**src/rtl/pc_counter_pkg.sv**
```systemverilog
// Shared Hack definitions and control-bundle type for the program counter.
package pc_counter_pkg;

    localparam int              HACK_WIDTH        = 16;
    localparam logic [15:0]     HACK_RESET_VECTOR = 16'h0000;

    // Control inputs from the CPU control unit, listed in priority order.
    typedef struct packed {
        logic clr;
        logic load;
        logic inc;
    } pc_ctrl_t;

endpackage

```
**src/rtl/pc_counter_gates.sv**
```systemverilog
// Gate primitives used to build the counter datapath, plus the per-bit flop.

module not1 (
    input  logic a,
    output logic y
);
    assign y = ~a;
endmodule

module and2 (
    input  logic a,
    input  logic b,
    output logic y
);
    assign y = a & b;
endmodule

module or2 (
    input  logic a,
    input  logic b,
    output logic y
);
    assign y = a | b;
endmodule

module xor2 (
    input  logic a,
    input  logic b,
    output logic y
);
    assign y = a ^ b;
endmodule

// 2:1 mux, y = sel ? b : a, built from the basic gates.
module mux (
    input  logic a,
    input  logic b,
    input  logic sel,
    output logic y
);
    logic sel_n;
    logic pick_a;
    logic pick_b;

    not1 u_not (.a(sel),   .y(sel_n));
    and2 u_and_a (.a(a),   .b(sel_n), .y(pick_a));
    and2 u_and_b (.a(b),   .b(sel),   .y(pick_b));
    or2  u_or  (.a(pick_a), .b(pick_b), .y(y));
endmodule

// One storage bit; async active-low reset forces q to RESET_BIT.
module pc_counter_dff #(
    parameter logic RESET_BIT = 1'b0
) (
    input  logic clk,
    input  logic rst_n,
    input  logic d,
    output logic q
);
    // Bit register with asynchronous reset to the reset-vector bit.
    always_ff @(posedge clk or negedge rst_n) begin
        if (!rst_n) begin
            q <= RESET_BIT;
        end else begin
            q <= d;
        end
    end
endmodule

```
**src/rtl/pc_counter_inc_n.sv**
```systemverilog
// WIDTH-bit incrementer: ripple of half adders with carry-in fixed at 1.
// The carry out of the top bit is dropped, so all-ones wraps to zero.
module inc_n #(
    parameter int WIDTH = 16
) (
    input  logic [WIDTH-1:0] a,
    output logic [WIDTH-1:0] sum
);
    logic [WIDTH-1:0] c;

    assign c[0] = 1'b1;

    for (genvar i = 0; i < WIDTH; i++) begin : g_bit
        xor2 u_sum (.a(a[i]), .b(c[i]), .y(sum[i]));
        // Top-bit carry would be discarded, so it is not built at all.
        if (i < WIDTH - 1) begin : g_carry
            and2 u_carry (.a(a[i]), .b(c[i]), .y(c[i+1]));
        end
    end
endmodule

```
**src/rtl/pc_counter.sv**
```systemverilog
// Hack program counter: registered PC with clr > load > inc > hold priority.
// Next value comes from a per-bit mux cascade; no combinational path to out.
module pc_counter
    import pc_counter_pkg::*;
#(
    parameter int               WIDTH        = HACK_WIDTH,
    parameter logic [WIDTH-1:0] RESET_VECTOR = WIDTH'(HACK_RESET_VECTOR)
) (
    input  logic             clk,
    input  logic             rst_n,
    input  logic [WIDTH-1:0] in,
    input  logic             load,
    input  logic             inc,
    input  logic             clr,
    output logic [WIDTH-1:0] out
);
    pc_ctrl_t         ctrl;
    logic [WIDTH-1:0] pc_plus1;
    logic [WIDTH-1:0] stage1;
    logic [WIDTH-1:0] stage2;
    logic [WIDTH-1:0] stage3;

    assign ctrl = '{clr: clr, load: load, inc: inc};

    inc_n #(.WIDTH(WIDTH)) u_inc (
        .a   (out),
        .sum (pc_plus1)
    );

    for (genvar i = 0; i < WIDTH; i++) begin : g_bit
        // Lowest priority first: inc, then load overrides, then clr overrides.
        mux u_inc_mux (
            .a   (out[i]),
            .b   (pc_plus1[i]),
            .sel (ctrl.inc),
            .y   (stage1[i])
        );
        mux u_load_mux (
            .a   (stage1[i]),
            .b   (in[i]),
            .sel (ctrl.load),
            .y   (stage2[i])
        );
        mux u_clr_mux (
            .a   (stage2[i]),
            .b   (RESET_VECTOR[i]),
            .sel (ctrl.clr),
            .y   (stage3[i])
        );
        pc_counter_dff #(.RESET_BIT(RESET_VECTOR[i])) u_ff (
            .clk   (clk),
            .rst_n (rst_n),
            .d     (stage3[i]),
            .q     (out[i])
        );
    end
endmodule

```
**config.mk**
```make
export PLATFORM = sky130hd
export DESIGN_NAME = pc_counter
export DESIGN_NICKNAME = d
export VERILOG_FILES = /design/src/rtl/pc_counter_pkg.sv /design/src/rtl/pc_counter_gates.sv /design/src/rtl/pc_counter_inc_n.sv /design/src/rtl/pc_counter.sv
export SDC_FILE = /design/constraint.sdc
export NUM_CORES = 1
export LEC_CHECK = 0
export BUFFER_PORTS_ARGS = -buffer_cell sky130_fd_sc_hd__buf_4
export CORE_MARGIN = 2
export CORE_UTILIZATION = 54
export DETAILED_ROUTE_END_ITERATION = 8
export GPL_TIMING_DRIVEN = 0
export HOLD_SLACK_MARGIN = 0.1
export PLACE_DENSITY_LB_ADDON = 0.08
export SETUP_SLACK_MARGIN = 0.02
export SYNTH_ARGS = -nofsm -noshare
export SYNTH_HDL_FRONTEND = slang
export SYNTH_SLANG_ARGS = --single-unit
export TNS_END_PERCENT = 10
```
**constraint.sdc**
```tcl
create_clock -name clk -period 5.3 [get_ports clk]
set_input_delay 0.53 -clock clk [delete_from_list [all_inputs] [get_ports clk]]
set_output_delay 0.53 -clock clk [all_outputs]
set_load 0.01 [all_outputs]
```
==> impl_metrics.csv <==
group,metric,value,unit
logic_synthesis,avgSynthCellArea,11.3,um2
floorplanning,dieArea,2510,um2
power,ir_drop,171,uV
setup_path,start_kind,"flip-flop",
setup_path,setup.worst_path.class,"flip-flop to flip-flop",
logic_synthesis,yosysSeqAreaShare,34.8,%
clocking,clockRootBuffer,"clkbuf_4",
setup_path,required,5.48,ns
place,place.gp.congestion,0.740,
layout,drive_gt1_share,44.0,%
floorplanning,die_h,50.1,um
detailed_routing,wl_per_cell,13.1,um
setup_path,slowest_delay,0.43,ns
clocking,insertion_delay,0.28,ns
layout,multi_input_area,569,um2
sta,max_freq,260,MHz
logic_synthesis,synthCells,102,
floorplanning,rows,16,
layout,seq_area,400,um2
detailed_routing,vias_per_cell,5.14,
logic_synthesis,yosys_warnings,0,
place,numPortBuffers,34,
sta,fin_skew,0.00496,ns
sta,drv_slew,0,
sta,hold_slack,0.456,ns
clocking,clk_path_buf_depth,2,
grt,grt_pass1_vias,886,
clocking,cts_hold_buf,1,
setup_path,crit_slowest_cell,"dfrtp_1",
grt,grt_max_degree,17,
clocking,cts_tree,"yes",
sta,slew-limit-headroom,69.3,%
floorplanning,fp.dieW,50.1,um
detailed_routing,drt_iter0_drc,3,
floorplanning,start_util,58.0,%
sta,period_needed,3.85,ns
logic_synthesis,synth_top_area_share,34.8,%
setup_path,crit_chain,"ha_1 -> ha_1 -> ha_1 -> ha_1 -> ha_1 -> ha_1 -> ha_1 -> ha_1 -> ha_1 -> ha_1 -> ha_1 -> ha_1 -> ha_1 -> ha_1 -> and4b_2 -> a2111oi_2",
clocking,cts_inserted_buffers,3,
clocking,cts_resized,0,
clocking,htree_levels,1,
place,preCtsSetupSlack,1.47,ns
setup_path,crit_path_max_fanout,3,
setup_path,end_kind,"flip-flop",
sta,final.period_utilization,72.7,%
detailed_routing,drc,0,
clocking,clk_pin_slew,0.10,ns
layout,largest_reg_flops,16,
sta,setup-tns-final,0,ns
detailed_routing,ant_nets,0,
clocking,cts.sinks,16,
place,dp_hpwl,1670,um
sta,worst_pin_slew,0.460,ns
layout,fin_nets,177,
layout,n_fill_cell,141,
sta,final_hold_viol_count,0,
grt,grt_busiest_layer,"met2",
power,power.density,203,nW/um2
grt,grt_usage,19.8,%
setup_path,arrival,4.03,ns
flow_run,max_cap_violations,0,
clocking,cts_setup_buffers,0,
detailed_routing,firstDrtPassIters,4,
layout,antennaDiodeCount,0,
layout,synthToLayoutAreaGrowth,29.2,%
logic_synthesis,yosysUniqueCellTypes,15,
sta,fin_ws,1.45,ns
grt,antenna_found_initial,0,
min_path,worstHoldPathType,"input port to flip-flop",
setup_path,crit_family,"adder cells",
layout,layout_common_cells,"buf_4 (51), dfrtp_1 (16), nor2b_1 (15), a211oi_1 (15)",
logic_synthesis,synth_seq_cells,16,
sta,setup_viol,0,
grt,met1_usage,24.2,%
run_status,status,"finished clean",
detailed_routing,finalWirelength,2200,um
logic_synthesis,synth_area_leaders,"dfrtp_1 (35%), ha_1 (15%), mux2i_1 (12%)",
logic_synthesis,yosys.area.top_type,"dfrtp_1",
layout,final_common_cell,"buf_4",
setup_path,crit_buf_inv,0,
grt,grt_pass1_wl,3770,um
floorplanning,core,1980,um2
sta,rsz0062_at_grt,"no",
detailed_routing,vias,863,
logic_synthesis,synth_nets,137,
layout,reg_top3,"g_bit.u_ff.q (16)",
layout,top_register,"g_bit.u_ff.q",
grt,grtUsageMet2,36.2,%
power,power_leakage,0.808,nW
grt,gr-total-overflow,0,
grt,grt_use_met3,2.68,%
logic_synthesis,syn-cell-area,1150,um2
setup_path,crit_top_cell,"ha_1",
floorplanning,ios,37,
kinds of logic after synthesis:
family                   count (synthesis)  synth area share [%]
buffers and inverters                   24                  15.7
flip-flops                              16                  34.8
multiplexers                            14                  12.2
adder cells (fa/ha/maj)                 14                  15.2
XOR/XNOR                                 1                 0.762
AO/OA/AOI/OAI                           17                  12.2
AND/OR/NAND/NOR                         16                  9.14
worst register-to-register path, stage by stage, from the launching register on:
cell       delay, ns
dfrtp_1         0.43
ha_1            0.22
ha_1            0.21
ha_1            0.21
ha_1            0.20
ha_1            0.20
ha_1            0.20
ha_1            0.19
ha_1            0.19
ha_1            0.19
ha_1            0.21
ha_1            0.21
ha_1            0.20
ha_1            0.20
ha_1            0.20
and4b_2         0.23
a2111oi_2       0.26
final timing paths:
check,from,end,slack (ns),depth (start not counted)
hold reg to reg,g_bit[0].u_ff.q,g_bit[0].u_ff.q,0.65,2
setup reg to reg,g_bit[0].u_ff.q,g_bit[15].u_ff.q,1.45,16
hold / removal,clr,g_bit[15].u_ff.q,0.46,2
setup / recovery,g_bit[0].u_ff.q,g_bit[15].u_ff.q,1.45,16
min in group asynchronous,rst_n,g_bit[0].u_ff.q,0.66,2
max in group asynchronous,rst_n,g_bit[7].u_ff.q,4.46,2
cells in the mapped netlist:
cell type / instances
buf_6: 1
xnor2_1: 1
nor2b_1: 15
and4b_2: 1
buf_4: 17
clkbuf_1: 1
inv_1: 2
buf_2: 2
a211oi_1: 15
dfrtp_1: 16
a2111oi_2: 1
ha_1: 14
buf_12: 1
mux2i_1: 14
a211oi_2: 1
per-layer routing:
metal / wire, um / vias up
li1: - / 430
met1: 968 / 414
met2: 1160 / 17
met3: 63 / 2
met4: 10 / 0
met5: 0 / -
area by class of cell:
class                           instances  share of cell area (%)
Inverter                                2                   0.505
Buffer                                 22                    11.6
Multi-Input combinational cell         62                    38.3
Timing Repair Buffer                   35                    17.9
Clock buffer                            4                    2.44
Tap cell                               27                    2.27
Sequential cell                        16                    27.0
stage by stage:
| stage | instance area [um2] | power, mW | instances | utilization (%) |
|---|---|---|---|---|
| after detailed placement | 1440 | 0.223 | 163 | 72.6 |
| after global placement | 1440 | 0.219 | 163 | 72.6 |
| after CTS | 1490 | 0.304 | 168 | 74.9 |
| after global routing | 1490 | 0.316 | 168 | 74.9 |
| after floorplan | 1150 | 0.188 | 102 | - |
| final | 1490 | 0.301 | 168 | 74.9 |
where the power goes:
part / switching (mW) / internal [mW] / total, mW
sequential: 0.00742 / 0.131 / 0.138
clock: 0.0393 / 0.0417 / 0.0810
combinational: 0.0331 / 0.0487 / 0.0818
Power figures use the tool's default switching activity.
